## config.mk

```make
export PLATFORM = sky130hd
export DESIGN_NAME = legv8_control_fsm
export DESIGN_NICKNAME = d
export VERILOG_FILES = /design/src/rtl/legv8_control_fsm.sv
export SDC_FILE = /design/constraint.sdc
export NUM_CORES = 1
export LEC_CHECK = 0
export BUFFER_PORTS_ARGS = -buffer_cell sky130_fd_sc_hd__buf_4
export CAP_MARGIN = 20
export CORE_ASPECT_RATIO = 1.5
export CORE_MARGIN = 5
export CORE_UTILIZATION = 45
export DETAILED_ROUTE_END_ITERATION = 8
export GPL_TIMING_DRIVEN = 0
export HOLD_SLACK_MARGIN = 0.15
export PLACE_DENSITY = 0.86
export SETUP_SLACK_MARGIN = 0.2
export SYNTH_ARGS = -nofsm -noshare
export SYNTH_HDL_FRONTEND = slang
export SYNTH_SLANG_ARGS = --single-unit
export TNS_END_PERCENT = 5
```

## constraint.sdc

```tcl
create_clock -name clock -period 2.1 [get_ports clock]
set_input_delay 0.105 -clock clock [delete_from_list [all_inputs] [get_ports clock]]
set_output_delay 0.105 -clock clock [all_outputs]
set_load 0.02 [all_outputs]
```

## src/rtl/legv8_control_fsm.sv

```systemverilog
// legv8_control_fsm
// Multicycle control unit for the 64-bit LEGv8 datapath. Latches the ROM
// instruction in FETCH, decodes it in EXEC (plus MEM/WB for LDUR) and drives
// the 29-bit control word and 64-bit constant to the datapath. Unknown
// opcodes park the unit in HALT until reset.
module legv8_control_fsm (
  input  logic        clock,
  input  logic        reset,
  input  logic [31:0] I,
  input  logic [3:0]  Status,
  input  logic        Zero,
  output logic [28:0] cw,
  output logic [63:0] k,
  output logic        halted
);

  localparam logic [2:0] ST_FETCH = 3'd0;
  localparam logic [2:0] ST_EXEC  = 3'd1;
  localparam logic [2:0] ST_MEM   = 3'd2;
  localparam logic [2:0] ST_WB    = 3'd3;
  localparam logic [2:0] ST_HALT  = 3'd4;

  localparam logic [10:0] OP_ADD  = 11'b10001011000;
  localparam logic [10:0] OP_SUB  = 11'b11001011000;
  localparam logic [10:0] OP_ADDS = 11'b10101011000;
  localparam logic [10:0] OP_SUBS = 11'b11101011000;
  localparam logic [10:0] OP_AND  = 11'b10001010000;
  localparam logic [10:0] OP_ORR  = 11'b10101010000;
  localparam logic [10:0] OP_EOR  = 11'b11001010000;
  localparam logic [10:0] OP_LSL  = 11'b11010011011;
  localparam logic [10:0] OP_LSR  = 11'b11010011010;
  localparam logic [10:0] OP_STUR = 11'b11111000000;
  localparam logic [10:0] OP_LDUR = 11'b11111000010;
  localparam logic [10:0] OP_BR   = 11'b11010110000;
  localparam logic [9:0]  OP_ADDI = 10'b1001000100;
  localparam logic [9:0]  OP_SUBI = 10'b1101000100;
  localparam logic [8:0]  OP_MOVZ = 9'b110100101;
  localparam logic [7:0]  OP_CBZ  = 8'b10110100;
  localparam logic [7:0]  OP_CBNZ = 8'b10110101;
  localparam logic [7:0]  OP_BCND = 8'b01010100;
  localparam logic [5:0]  OP_B    = 6'b000101;
  localparam logic [5:0]  OP_BL   = 6'b100101;

  localparam logic [4:0] FS_AND = 5'b00000;
  localparam logic [4:0] FS_ORR = 5'b00100;
  localparam logic [4:0] FS_ADD = 5'b01000;
  localparam logic [4:0] FS_SUB = 5'b01001;
  localparam logic [4:0] FS_EOR = 5'b01100;
  localparam logic [4:0] FS_LSL = 5'b10000;
  localparam logic [4:0] FS_LSR = 5'b10100;

  logic [2:0]  r_state;
  logic [31:0] r_ir;
  logic [2:0]  w_nextState;

  logic        w_statusLoad, w_bSel, w_pcSel, w_memWrite, w_regWrite;
  logic [1:0]  w_enable, w_ps;
  logic [4:0]  w_fs, w_sb, w_sa, w_da;
  logic [63:0] w_k;

  logic [10:0] w_op11;
  logic [9:0]  w_op10;
  logic [8:0]  w_op9;
  logic [7:0]  w_op8;
  logic [5:0]  w_op6;
  logic        w_isRType;
  logic        w_condTrue;
  logic        w_flagV, w_flagC, w_flagZ, w_flagN;
  logic [63:0] w_imm9Sext, w_imm19Sext, w_imm26Sext, w_imm12, w_shamt, w_movz;

  assign w_op11 = r_ir[31:21];
  assign w_op10 = r_ir[31:22];
  assign w_op9  = r_ir[31:23];
  assign w_op8  = r_ir[31:24];
  assign w_op6  = r_ir[31:26];

  assign w_isRType = (w_op11 == OP_ADD) || (w_op11 == OP_SUB) || (w_op11 == OP_ADDS) ||
                     (w_op11 == OP_SUBS) || (w_op11 == OP_AND) || (w_op11 == OP_ORR) ||
                     (w_op11 == OP_EOR);

  assign w_imm9Sext  = {{55{r_ir[20]}}, r_ir[20:12]};
  assign w_imm19Sext = {{45{r_ir[23]}}, r_ir[23:5]};
  assign w_imm26Sext = {{38{r_ir[25]}}, r_ir[25:0]};
  assign w_imm12     = {52'd0, r_ir[21:10]};
  assign w_shamt     = {58'd0, r_ir[15:10]};
  assign w_movz      = {48'd0, r_ir[20:5]} << {r_ir[22:21], 4'b0000};

  assign {w_flagV, w_flagC, w_flagZ, w_flagN} = Status;

  // State and instruction register; I is captured only while in FETCH
  always_ff @(posedge clock) begin
    if (reset) begin
      r_state <= ST_FETCH;
      r_ir    <= '0;
    end else begin
      r_state <= w_nextState;
      if (r_state == ST_FETCH) r_ir <= I;
    end
  end

  // B.cond evaluation against the registered flags; 1111 is never taken
  always_comb begin
    w_condTrue = 1'b0;
    case (r_ir[3:0])
      4'b0000: w_condTrue = w_flagZ;
      4'b0001: w_condTrue = !w_flagZ;
      4'b0010: w_condTrue = w_flagC;
      4'b0011: w_condTrue = !w_flagC;
      4'b0100: w_condTrue = w_flagN;
      4'b0101: w_condTrue = !w_flagN;
      4'b0110: w_condTrue = w_flagV;
      4'b0111: w_condTrue = !w_flagV;
      4'b1000: w_condTrue = w_flagC && !w_flagZ;
      4'b1001: w_condTrue = !w_flagC || w_flagZ;
      4'b1010: w_condTrue = (w_flagN == w_flagV);
      4'b1011: w_condTrue = (w_flagN != w_flagV);
      4'b1100: w_condTrue = !w_flagZ && (w_flagN == w_flagV);
      4'b1101: w_condTrue = w_flagZ || (w_flagN != w_flagV);
      4'b1110: w_condTrue = 1'b1;
      default: w_condTrue = 1'b0;
    endcase
  end

  // Control word, constant and next state; everything defaults to zero so
  // unmatched opcodes naturally emit a null control word on their way to HALT
  always_comb begin
    w_statusLoad = 1'b0;
    w_bSel       = 1'b0;
    w_pcSel      = 1'b0;
    w_memWrite   = 1'b0;
    w_regWrite   = 1'b0;
    w_enable     = 2'b00;
    w_ps         = 2'b00;
    w_fs         = 5'd0;
    w_sb         = 5'd0;
    w_sa         = 5'd0;
    w_da         = 5'd0;
    w_k          = 64'd0;
    w_nextState  = ST_FETCH;
    case (r_state)
      ST_FETCH: w_nextState = ST_EXEC;
      ST_EXEC: begin
        w_nextState = ST_FETCH;
        if (w_isRType) begin
          w_sa         = r_ir[9:5];
          w_sb         = r_ir[20:16];
          w_da         = r_ir[4:0];
          w_bSel       = 1'b1;
          w_regWrite   = 1'b1;
          w_ps         = 2'b01;
          w_statusLoad = (w_op11 == OP_ADDS) || (w_op11 == OP_SUBS);
          if ((w_op11 == OP_ADD) || (w_op11 == OP_ADDS))      w_fs = FS_ADD;
          else if ((w_op11 == OP_SUB) || (w_op11 == OP_SUBS)) w_fs = FS_SUB;
          else if (w_op11 == OP_AND)                          w_fs = FS_AND;
          else if (w_op11 == OP_ORR)                          w_fs = FS_ORR;
          else                                                w_fs = FS_EOR;
        end else if ((w_op11 == OP_LSL) || (w_op11 == OP_LSR)) begin
          w_sa       = r_ir[9:5];
          w_da       = r_ir[4:0];
          w_regWrite = 1'b1;
          w_ps       = 2'b01;
          w_fs       = (w_op11 == OP_LSL) ? FS_LSL : FS_LSR;
          w_k        = w_shamt;
        end else if (w_op11 == OP_STUR) begin
          w_sa       = r_ir[9:5];
          w_sb       = r_ir[4:0];
          w_fs       = FS_ADD;
          w_k        = w_imm9Sext;
          w_enable   = 2'b11;
          w_memWrite = 1'b1;
          w_ps       = 2'b01;
        end else if (w_op11 == OP_LDUR) begin
          w_nextState = ST_MEM;
        end else if (w_op11 == OP_BR) begin
          w_sa    = r_ir[9:5];
          w_pcSel = 1'b1;
          w_ps    = 2'b10;
        end else if ((w_op10 == OP_ADDI) || (w_op10 == OP_SUBI)) begin
          w_sa       = r_ir[9:5];
          w_da       = r_ir[4:0];
          w_regWrite = 1'b1;
          w_ps       = 2'b01;
          w_fs       = (w_op10 == OP_ADDI) ? FS_ADD : FS_SUB;
          w_k        = w_imm12;
        end else if (w_op9 == OP_MOVZ) begin
          w_sa       = 5'd31;
          w_da       = r_ir[4:0];
          w_regWrite = 1'b1;
          w_ps       = 2'b01;
          w_fs       = FS_ORR;
          w_k        = w_movz;
        end else if ((w_op8 == OP_CBZ) || (w_op8 == OP_CBNZ)) begin
          w_sa   = r_ir[4:0];
          w_sb   = 5'd31;
          w_bSel = 1'b1;
          w_fs   = FS_ADD;
          w_k    = w_imm19Sext;
          w_ps   = ((w_op8 == OP_CBZ) ? Zero : !Zero) ? 2'b11 : 2'b01;
        end else if ((w_op8 == OP_BCND) && (r_ir[3:0] != 4'b1111)) begin
          w_k  = w_imm19Sext;
          w_ps = w_condTrue ? 2'b11 : 2'b01;
        end else if ((w_op6 == OP_B) || (w_op6 == OP_BL)) begin
          w_ps = 2'b11;
          w_k  = w_imm26Sext;
          if (w_op6 == OP_BL) begin
            w_da       = 5'd30;
            w_enable   = 2'b10;
            w_regWrite = 1'b1;
          end
        end else begin
          w_nextState = ST_HALT;
        end
      end
      ST_MEM, ST_WB: begin
        w_sa     = r_ir[9:5];
        w_fs     = FS_ADD;
        w_k      = w_imm9Sext;
        w_enable = 2'b01;
        if (r_state == ST_WB) begin
          w_da        = r_ir[4:0];
          w_regWrite  = 1'b1;
          w_ps        = 2'b01;
          w_nextState = ST_FETCH;
        end else begin
          w_nextState = ST_WB;
        end
      end
      ST_HALT: w_nextState = ST_HALT;
      default: w_nextState = ST_FETCH;
    endcase
  end

  assign cw = {w_statusLoad, w_bSel, w_pcSel, w_memWrite, w_regWrite,
               w_enable, w_ps, w_fs, w_sb, w_sa, w_da};
  assign k      = w_k;
  assign halted = (r_state == ST_HALT);

endmodule

```

==> impl_metrics.json <==
{
  "status": "complete, but fails checks",
  "violations": "negative setup slack",
  "maxCapViolations": 0,
  "seq_area_sq_um": 726,
  "synth_cell_types": 66,
  "syn-mean-instance-area_sq_um": 6.32,
  "n_fill_cell": 552,
  "drv_slew": 0,
  "max_freq_ghz": 0.383,
  "cts.sinks": 35,
  "avgRoutedWirePerCell_microns": 20.5,
  "hold_path_class": "input port to flip-flop",
  "htreeDepth": 2,
  "grt.overflow.total": 0,
  "clkTransAtPathRegs_ns": 0.05,
  "final_cell_area_sq_mm": 0.00635,
  "power_switching_w": 0.00100,
  "num_vias": 5672,
  "power.share.sequential": 0.303,
  "hpwl_microns": 12800,
  "clkLatencyLatePin_ns": 0.29,
  "ant_nets": 0,
  "core-area_sq_mm": 0.00806,
  "portBuffers": 130,
  "cts_tree": "yes",
  "holdPathEnd": "r_ir[30]$_SDFFE_PP0P_",
  "antenna_cells": 0,
  "hold_depth": 2,
  "final_cell_count_no_fill": 906,
  "place_ws_ns": -0.653,
  "cts_root_buffer": "clkbuf_16",
  "final_core_util": 0.788,
  "vdd_drop_max_uv": 575,
  "num-nets-final": 839,
  "start_util": 0.466,
  "placed_area_sq_mm": 0.00504,
  "endpoint_kind": "primary output",
  "synth_cells": 594,
  "route.final.wire_length_microns": 18500,
  "synth_warnings": 0,
  "crit_required_ns": 2.00,
  "first_iter_violations": 718,
  "place_congestion": 0.990,
  "finalSetupViolations": 91,
  "cpPeakStageDelay_ns": 0.38,
  "p_int_w": 0.00165,
  "tightest_slew_ns": 0.724,
  "syn_area_sq_mm": 0.00375,
  "crit_path_max_fanout": 4,
  "cts.path.max_buffers": 2,
  "hold_start": "reset",
  "p_leak_nw": 2.85,
  "grt_pass1_vias": 5532,
  "crit_chain": "buf_6 > and3b_1 > buf_6 > and3_4 > buf_6 > or3_4 > a221o_1 > a21o_1 > a32o_2 > buf_6",
  "clock_skew_ns": 0.00464,
  "crit_type": "flip-flop to primary output",
  "synth-seq-cells": 35,
  "rows": 40,
  "period_share": 1.24,
  "multi_input_comb_area_sq_mm": 0.00307,
  "fin_ws_ns": -0.513,
  "final_common_cell": "buf_4",
  "die_h_microns": 122,
  "switching_share": 0.378,
  "rsz0062_at_grt": "yes",
  "layout-drive-gt1-share": 0.388,
  "rrSetupSlack_ns": -0.04,
  "r2r-start": "r_state[1]$_SDFF_PP0_",
  "post_drt_via_cell_ratio": 6.26,
  "pwr-share-comb": 0.394,
  "min_period_ns": 2.61,
  "seq_area_frac_synth": 0.187,
  "grt_util_all_layers": 0.340,
  "p_clk_frac": 0.303,
  "grt_pass1_wl_microns": 28100,
  "dp_cells": 829,
  "antenna_found_initial": 0,
  "first_pass_iters": 6,
  "rr_worst_depth": 8,
  "r2r-end": "r_state[2]$_SDFF_PP0_",
  "powerDensity_mw_per_mm2": 417,
  "synth_fp_nets": 633,
  "cp_common_cell": "buf_6",
  "synthFlopType": "dfxtp_1",
  "synth_edf_count": 0,
  "numCtsBuffers": 5,
  "setup_tns_ns": -28.23,
  "startpoint_type": "flip-flop",
  "die_w_microns": 84.6,
  "die_area_sq_mm": 0.0103,
  "drc_errors": 0,
  "area_growth_pct": 69.3,
  "grt_start_max_net_pins": 12,
  "relSlewSlack": 0.518,
  "critPathArrivalTime_ns": 2.51,
  "layout_common_cells": "buf_4 (156), nand2_1 (91), a21oi_1 (86)",
  "cp_slowest_cell": "or3_4",
  "ioPinCount": 133,
  "async_reset_ff_frac": 0,
  "hold_viol": 0
}
state kept, by name, indices dropped and copies added, names as in the netlist:
register / count
r_ir: 32
r_state: 3
final cells by class:
class                   count  share of cell area
repair buffers            199               0.265
inverters                   9             0.00532
clock buffers               8              0.0246
multi-input cells         467               0.483
well taps                 105              0.0207
flip-flops and latches     35               0.114
plain buffers              83              0.0875
Yosys cell counts, types with 4 or more instances:
cell type / number / area share
nor4_1: 4 / 0.0067
a21o_1: 11 / 0.022
nor3_1: 9 / 0.012
o21ai_0: 65 / 0.087
buf_1: 4 / 0.0040
a21oi_1: 98 / 0.13
nand2_1: 95 / 0.095
nand3_1: 12 / 0.016
dfxtp_1: 35 / 0.19
or3_1: 4 / 0.0067
and3_1: 4 / 0.0067
nor2b_1: 5 / 0.0083
inv_1: 9 / 0.0090
a221oi_1: 18 / 0.042
nand2b_1: 5 / 0.0083
buf_4: 8 / 0.016
buf_6: 4 / 0.012
clkbuf_1: 55 / 0.055
nor2_1: 41 / 0.041
buf_2: 9 / 0.012
o22ai_1: 5 / 0.0083
a221o_1: 12 / 0.032
o21ai_1: 10 / 0.013
o221ai_1: 5 / 0.012
timing repair:
action | 4_1_cts | 5_1_grt
resized for setup | 116 | 60
endpoints found under the hold margin | 32 | 0
endpoints found under the setup margin | 105 | 124
pin swaps | 21 | 24
hold buffers | 32 | 0
cloned | 1 | 0
buffers inserted | 22 | 14
critical path: cells and delay by family, from the launching register on:
family | cells | cell delay [ns]
simple gates | 3 | 0.71
flops | 1 | 0.33
compound gates | 3 | 0.71
buf+inv | 4 | 0.47
how the worst max path moves through the flow:
stage,startpoint,endpoint,slack [ns],cells after the start
finish,r_ir[25]$_SDFFE_PP0P_,k[2],-0.51,10
global route,r_ir[25]$_SDFFE_PP0P_,k[0],-0.56,10
CTS,r_ir[29]$_SDFFE_PP0P_,k[2],-0.51,10
detailed placement,r_ir[29]$_SDFFE_PP0P_,k[27],-0.65,10
global placement,r_ir[29]$_SDFFE_PP0P_,k[33],-0.65,10
floorplan,r_ir[25]$_SDFFE_PP0P_,k[0],-0.03,9
cell families (layout without fill, tap and decap cells):
| logic type | after synthesis | after routing | synth area share |
|---|---|---|---|
| AND/OR/NAND/NOR | 213 | 213 | 0.284 |
| XOR/XNOR | 3 | 3 | 0.00700 |
| flip-flops | 35 | 35 | 0.187 |
| AO/OA/AOI/OAI | 250 | 250 | 0.409 |
| buffers and inverters | 92 | 299 | 0.112 |
| other | 1 | 1 | 0.000999 |
power groups by stage:
stage,combinational (W),clock [W],sequential [W]
4_1_cts,0.000933,0.000806,0.000795
3_3_place_gp,0.000770,0,0.000798
2_1_floorplan,0.000523,0,0.000784
5_1_grt,0.00111,0.000825,0.000809
6_report,0.00104,0.000804,0.000804
3_5_place_dp,0.000783,0,0.000802
per-stage QoR:
step / hold slack (ns) / power (W)
6_report: 0.238 / 0.00265
5_1_grt: 0.245 / 0.00275
4_1_cts: 0.244 / 0.00253
3_5_place_dp: 0.362 / 0.00158
3_3_place_gp: 0.352 / 0.00157
2_1_floorplan: 0.233 / 0.00131
metal layers:
metal  GRT usage  up-vias  part of all wire
met5           0        -                 0
met4       0.235        0             0.054
met3      0.0650      103             0.086
met2       0.596      424              0.51
met1       0.365     2582              0.35
li1            -     2563                 -
Note: power is estimated with default switching activity, not from simulation.
